`config.mk`:
```
export PLATFORM = sky130hd
export DESIGN_NAME = bist_result_reader
export DESIGN_NICKNAME = d
export VERILOG_FILES = /design/src/rtl/bist_result_reader.sv
export SDC_FILE = /design/constraint.sdc
export NUM_CORES = 1
export LEC_CHECK = 0
export BUFFER_PORTS_ARGS = -buffer_cell sky130_fd_sc_hd__buf_2
export CAP_MARGIN = 15
export CORE_MARGIN = 8
export CORE_UTILIZATION = 25
export DETAILED_ROUTE_END_ITERATION = 10
export SLEW_MARGIN = 40
export SYNTH_ARGS = -nofsm -noshare
export SYNTH_HDL_FRONTEND = slang
export SYNTH_SLANG_ARGS = --single-unit
```
`constraint.sdc`:
```
create_clock -name clk -period 2.7 [get_ports clk]
set_input_delay 0.54 -clock clk [delete_from_list [all_inputs] [get_ports clk]]
set_output_delay 0.54 -clock clk [all_outputs]
set_load 0.1 [all_outputs]
```
`src/rtl/bist_result_reader.sv`:
```
// JTAG-readable BIST results log: mismatch records are queued during RUNBIST
// and drained one record per Capture-DR under READBIST, shifted out LSB-first.
module bist_result_reader #(
   parameter int ADDR_W      = 8,
   parameter int LOG_DEPTH_W = 3
) (
   input  logic              clk,
   input  logic              TLR,
   input  logic              RUNBIST_SELECT,
   input  logic              READBIST_SELECT,
   input  logic              CAPTUREDR,
   input  logic              SHIFTDR,
   input  logic              UPDATEDR,
   input  logic              TDI,
   output logic              TDO,
   input  logic              ERR_VALID,
   input  logic [ADDR_W-1:0] ERR_PC,
   input  logic [3:0]        ERR_DATA,
   input  logic              BIST_DONE
);

   localparam int DR_W  = ADDR_W + 16;
   localparam int REC_W = ADDR_W + 4;
   localparam int DEPTH = 1 << LOG_DEPTH_W;
   localparam logic [LOG_DEPTH_W:0]   FULL_CNT = (LOG_DEPTH_W+1)'(DEPTH);
   localparam logic [LOG_DEPTH_W:0]   CNT_ONE  = (LOG_DEPTH_W+1)'(1);
   localparam logic [LOG_DEPTH_W-1:0] PTR_ONE  = LOG_DEPTH_W'(1);

   logic                   run_q;
   logic [REC_W-1:0]       fifo_mem [DEPTH];
   logic [LOG_DEPTH_W-1:0] rd_ptr;
   logic [LOG_DEPTH_W-1:0] wr_ptr;
   logic [LOG_DEPTH_W:0]   count;
   logic                   ovf;
   logic                   done;
   logic [7:0]             err_cnt;
   logic [DR_W-1:0]        sr;

   logic             run_start;
   logic             log_en;
   logic             cap;
   logic             shift;
   logic             empty;
   logic             full;
   logic             pop;
   logic             push_req;
   logic             push;
   logic             upd_clear;
   logic             clear;
   logic [REC_W-1:0] head_rec;

   always_comb begin
      run_start = RUNBIST_SELECT & ~run_q;
      log_en    = RUNBIST_SELECT & ~run_start;
      cap       = READBIST_SELECT & CAPTUREDR;
      shift     = READBIST_SELECT & SHIFTDR & ~CAPTUREDR;
      empty     = (count == '0);
      full      = (count == FULL_CNT);
      pop       = cap & ~empty;
      push_req  = log_en & ERR_VALID;
      // A full FIFO still accepts a record when the head leaves the same cycle.
      push      = push_req & (~full | pop);
      upd_clear = READBIST_SELECT & UPDATEDR & sr[DR_W-1] & ~RUNBIST_SELECT;
      clear     = run_start | upd_clear;
      head_rec  = empty ? '0 : fifo_mem[rd_ptr];
   end

   assign TDO = READBIST_SELECT ? sr[0] : 1'b0;

   always_ff @(posedge clk) begin
      if (!TLR && !clear && push) begin
         fifo_mem[wr_ptr] <= {ERR_DATA, ERR_PC};
      end
   end

   always_ff @(posedge clk) begin
      if (TLR) begin
         run_q   <= 1'b0;
         rd_ptr  <= '0;
         wr_ptr  <= '0;
         count   <= '0;
         ovf     <= 1'b0;
         done    <= 1'b0;
         err_cnt <= '0;
         sr      <= '0;
      end else begin
         run_q <= RUNBIST_SELECT;
         if (clear) begin
            rd_ptr  <= '0;
            wr_ptr  <= '0;
            count   <= '0;
            ovf     <= 1'b0;
            done    <= 1'b0;
            err_cnt <= '0;
         end else begin
            if (push) wr_ptr <= wr_ptr + PTR_ONE;
            if (pop)  rd_ptr <= rd_ptr + PTR_ONE;
            if (push && !pop)      count <= count + CNT_ONE;
            else if (pop && !push) count <= count - CNT_ONE;
            if (push_req && full && !pop) ovf <= 1'b1;
            if (push_req && err_cnt != 8'hFF) err_cnt <= err_cnt + 8'd1;
            if (BIST_DONE && RUNBIST_SELECT) done <= 1'b1;
         end
         // Status fields are the pre-update values; the head record is popped here.
         if (cap) begin
            sr <= {~empty, ovf, done, 1'b0, err_cnt, head_rec};
         end else if (shift) begin
            sr <= {TDI, sr[DR_W-1:1]};
         end
      end
   end

endmodule

```
# Yosys cells after proc, flatten, opt, wreduce, memory -nomap -nowiden
# Memories as Yosys holds them, arrays and structs flattened. A register that Yosys moved wholly into a read port is not among the register bits.
# Index checks and enable logic that the tools add are counted.
[word_totals]
output_inout_bits = 1
ff_bits = 45
mem_count = 1
ram_bits = 96
[mem_list]
columns = ["name", "depth", "width", "rd", "rd_ports_with_merged_regs", "write_ports", "line_no", "source"]
rows = [
  ["fifo_mem", 8, 12, 1, 1, 1, "30", "logic [REC_W-1:0] fifo_mem [DEPTH];"],
]
[op_classes]
reduce_logical = 17
add_sub_neg = 5
n_eq_ne = 2
n_mux = 10
n_bitwise = 19
[ops]
columns = ["op", "count"]
rows = [
  ["24-bit 2-to-1 mux", 2],
  ["12-bit 2-to-1 mux", 1],
  ["1-bit AND", 11],
  ["8-bit by 1-bit adder with 8-bit output (second input constant)", 1],
  ["1-bit logical AND", 8],
  ["4-bit 2-to-1 mux", 2],
  ["8-bit inequality test (second input constant)", 1],
  ["3-bit by 1-bit adder with 3-bit output (second input constant)", 2],
  ["3-bit 2-to-1 mux", 2],
  ["1-bit NOT", 6],
  ["4-bit by 1-bit adder with 4-bit output (second input constant)", 1],
  ["4-bit == test (second input constant)", 1],
  ["1-bit zero test", 4],
  ["4-bit zero test", 1],
  ["2-bit nonzero test", 2],
  ["2-bit OR reduction", 2],
  ["4-bit by 1-bit subtractor with 4-bit output (second input constant)", 1],
  ["1-bit 2-to-1 mux", 3],
  ["1-bit bitwise OR", 2],
]

# Longest topological paths before layout
[logic_depth]
ltp_word = 10
mapped_depth = 11

# Worst setup path after synthesis
# OpenSTA, ideal clock, no wires.
[synth_timing]
kind = "input-to-reg"
startpoint = "input port READBIST_SELECT"
endpoint = "register count[3]"
cell_stages = 10
setup_slack_ps = 357
required_time_ps = 2628
path_buffers = 1
setup_ps = 72
arrival_ps = 2272
path_cell_list = "buf_4 nand2_2 a31oi_4 ha_1 inv_1 ha_1 a21oi_1 a211oi_1 a31oi_1 mux2i_1"
[synth_via]
elab_chain_len = 7
elab_cells_between_ends = 15
cone_classes = "mux: 1; bitwise: 8; reduce/logical: 6"
[synth_rtl]
columns = ["item", "line_no", "source"]
rows = [
  ["start: declaration", "10", "input logic READBIST_SELECT,"],
  ["1-bit AND *", "55", "cap = READBIST_SELECT & CAPTUREDR;"],
  ["1-bit AND *", "59", "pop = cap & ~empty;"],
  ["1-bit bitwise OR *", "62", "push = push_req & (~full | pop);"],
  ["1-bit AND *", "62", ""],
  ["named net push", "47", "logic push;"],
  ["1-bit zero test", "99", "else if (pop && !push) count <= count - CNT_ONE;"],
  ["1-bit logical AND", "99", ""],
  ["2-bit nonzero test (no source line)", "-", ""],
  ["end signal: assignment", "98", "if (push && !pop) count <= count + CNT_ONE;"],
  ["end signal: assignment", "99", ""],
  ["end: declaration", "33", "logic [LOG_DEPTH_W:0] count;"],
]
# The timed path passes the listed nets; every way through them passes the cells marked *.
# A chain may end at the register's enable or synchronous reset.

# Final worst setup path
[layout_timing]
startpoint = "register count[3]"
endpoint = "register count[3]"
[layout_via]
elab_chain_len = 8
elab_cells_between_ends = 16
cone_classes = "add/sub: 2; eq/ne: 1; mux: 2; bitwise: 5; reduce/logical: 6"
[layout_rtl]
columns = ["item", "line_no", "source"]
rows = [
  ["4-bit zero test", "57", "empty = (count == '0);"],
  ["1-bit NOT", "59", ""],
  ["1-bit AND", "59", ""],
  ["1-bit bitwise OR", "62", ""],
  ["1-bit AND", "62", ""],
  ["1-bit zero test", "99", ""],
  ["1-bit logical AND", "99", ""],
  ["2-bit nonzero test (no source line)", "-", ""],
]
# Parallel ways exist; a longest one is shown, timed or not. The select of a mux whose other input is x is not followed.

==> qor.csv <==
stage;metric;value;unit
synthesis;netlist_instances;441;
global_routing;grt-ovfl-total;0;
floorplan;core_area;23300;um2
synthesis;syn_avg_cell_area;13.4;um2
clock_network;cts_sinks;144;
sta;final.period_utilization;0.875;
route;route.detailed.drc;0;
clock_network;clk_latency;410;ps
critical_path;crit_path_start_kind;register;
clock_network;h-tree-depth;4;
finish;final_nets;507;
critical_path;crit_chain;nor4_4 > nor2_1 > inv_1 > ha_1 > inv_1 > ha_1 > a21oi_1 > a211oi_1 > a31oi_1 > mux2i_1;
synthesis;synth_edf_count;96;
sta;fin_worst_skew;9.54;ps
global_routing;grt_pass1_vias;3712;
critical_path;critical_path_class;register to register;
sta;fin_crit;2360;ps
synthesis;syn-cell-area;5900;um2
floorplan;io-pin-count;23;
sta;hold_slack;361;ps
floorplan;die_h;170;um
synthesis;synthArstFlopShare;0;
route;routed_wirelength;12.6;mm
critical_path;critPathMaxStageDelay;400;ps
clock_network;cts_resized;0;
global_routing;grt_max_degree;49;
finish;area_delta_synth_final;18.9;%
route;wl_per_cell;15.6;um
clock_network;cts_tree;yes;
sta;relSlewSlack;0.568;
clock_network;numCtsBuffers;17;
critical_path;crit_arrival;2700;ps
sta;rsz0062_at_grt;false;
critical_path;r2r_slack;340;ps
sta;slew_viol_final;0;
clock_network;clock_tree.root_cell;clkbuf_16;
route;routed_via_density;4.49;
power;ir_drop;0.398;mV
sta;max_slew.worst_pin.slew;647;ps
sta;setup_violations;0;
finish;fillCellCount;2289;
clock_network;clkTransAtPathRegs;70;ps
clock_network;cts_setup_buffers;0;
synthesis;synth_nets;470;
placed_design;port_buffers;22;
synthesis;synthFlopType;edfxtp_1;
critical_path;crit_fanout;5;
synthesis;synth.distinct_cells;47;
floorplan;die_area;28800;um2
run_status;status;completed;
synthesis;ys_warn_count;0;
floorplan;fp.dieW;170;um
placed_design;gp_congestion;0.750;
global_routing;antenna_found_initial;2;
floorplan;core.rowCount;56;
finish;final_common_cell;edfxtp_1;
route;detail-route-antenna-nets;0;
route;dr.pass1.iters;4;
floorplan;start_util;0.253;
global_routing;grt_pass1_wl;19.9;mm
clock_network;postCtsHoldBufs;0;
clock_network;clockBufferDepth;2;
global_routing;track_usage;0.0897;
synthesis;synth_seq_cells;144;
critical_path;crit_path_end_kind;register;
sta;finalHoldViolations;0;
finish;final_cell_mix;96 x edfxtp_1, 51 x mux2i_1, 47 x dfxtp_1, 36 x a22oi_1, 31 x nor2_1;
route;vias;3640;
route;first_iter_violations;271;
placed_design;hpwl;8.00;mm
min_path;min_path_type;input pin to register;
synthesis;ys_seq_area_frac;0.651;
sta;tns;0;ps
finish;drive_gt1_frac;0.183;
critical_path;cp.required;3040;ps
power;pwr_density_cell;680;nW/um2
sta;fmax;423;MHz
flow_run;maxCapViolCount;0;
critical_path;cp_slowest_cell;nor4_4;
power;power_leakage;2.21;nW
-- registers in the layout, summed over array words and instances (netlist names), named ones only --
register / flops
done: 1
rd_ptr: 3
sr: 24
ovf: 1
fifo_mem: 96
err_cnt: 8
run_q: 1
wr_ptr: 3
count: 4
-- cell families (layout without fill, tap and decap cells) --
family / after synthesis / in the layout / synth area share
AO/OA/AOI/OAI: 103 / 103 / 0.113
other: 0 / 1 / 0
multiplexers: 51 / 51 / 0.0865
XOR/XNOR: 9 / 9 / 0.0134
buffers and inverters: 31 / 81 / 0.0271
flip-flops: 144 / 144 / 0.651
adder cells (fa/ha/maj): 7 / 7 / 0.0161
AND/OR/NAND/NOR: 96 / 96 / 0.0926
-- metal layers --
layer	routed length, um	vias up	global-route usage
li1	-	1754	-
met1	5200	1803	0.0989
met2	6810	66	0.163
met3	456	15	0.0230
met4	165	2	0.0350
met5	12	-	0
-- report_power, final --
group | switching, mW | internal [mW] | total [mW] | leakage, nW
Sequential | 0.0168 | 2.37 | 2.39 | 1.25
Combinational | 0.113 | 0.0704 | 0.183 | 0.684
Clock | 0.982 | 1.22 | 2.20 | 0.273
Total | 1.11 | 3.66 | 4.77 | 2.21
-- worst max-delay path, delay by kind of cell (launching register included) --
kind            cells  cell delay (ps)
compound gates      3              520
fa+ha+maj           2              490
buf+inv             2              170
flops               1              390
mux                 1              230
simple gates        2              490
-- stage by stage --
| stage | setup WS, ps | cells | utilization | total power, mW | cell area, um2 |
|---|---|---|---|---|---|
| detailed placement | 248 | 778 | 0.276 | 2.62 | 6450 |
| global placement | 384 | 778 | 0.276 | 2.61 | 6440 |
| floorplan | 357 | 441 | - | 2.55 | 5900 |
| CTS | 336 | 810 | 0.301 | 4.83 | 7020 |
| finish | 338 | 811 | 0.301 | 4.77 | 7020 |
| global route | 135 | 811 | 0.301 | 4.95 | 7020 |
-- cells in the mapped netlist, types with 5 or more instances --
| cell | count | area (um2) |
|---|---|---|
| inv_1 | 7 | 26.3 |
| o21ai_0 | 26 | 130 |
| nand2_1 | 9 | 33.8 |
| nor2_1 | 31 | 116 |
| nand3_1 | 18 | 90.1 |
| o21ai_1 | 10 | 50.1 |
| a21oi_1 | 19 | 95.1 |
| clkbuf_1 | 10 | 37.5 |
| xnor2_1 | 5 | 43.8 |
| mux2i_1 | 51 | 510 |
| ha_1 | 6 | 75.1 |
| buf_2 | 8 | 40.0 |
| nand3b_1 | 8 | 60.1 |
| dfxtp_1 | 48 | 961 |
| a22oi_1 | 36 | 270 |
| edfxtp_1 | 96 | 2880 |
-- final cells by class --
class                           count  area, um2  share of cell area
Inverter                            7       26.3             0.00374
Clock buffer                       17        425              0.0606
Antenna cell                        1       2.50            0.000357
Multi-Input combinational cell    266       1900               0.271
Sequential cell                   144       3840               0.548
Clock inverter                     15        144              0.0205
Timing Repair Buffer               42        273              0.0389
Tap cell                          319        399              0.0569
-- path summary, 6_finish.rpt --
check / from / endpoint / depth (start not counted)
min reg2reg: done / done / 2
max: count[3] / count[3] / 10
min: BIST_DONE / done / 3
max reg2reg: count[3] / count[3] / 10
(Power assumes the default switching activity.)
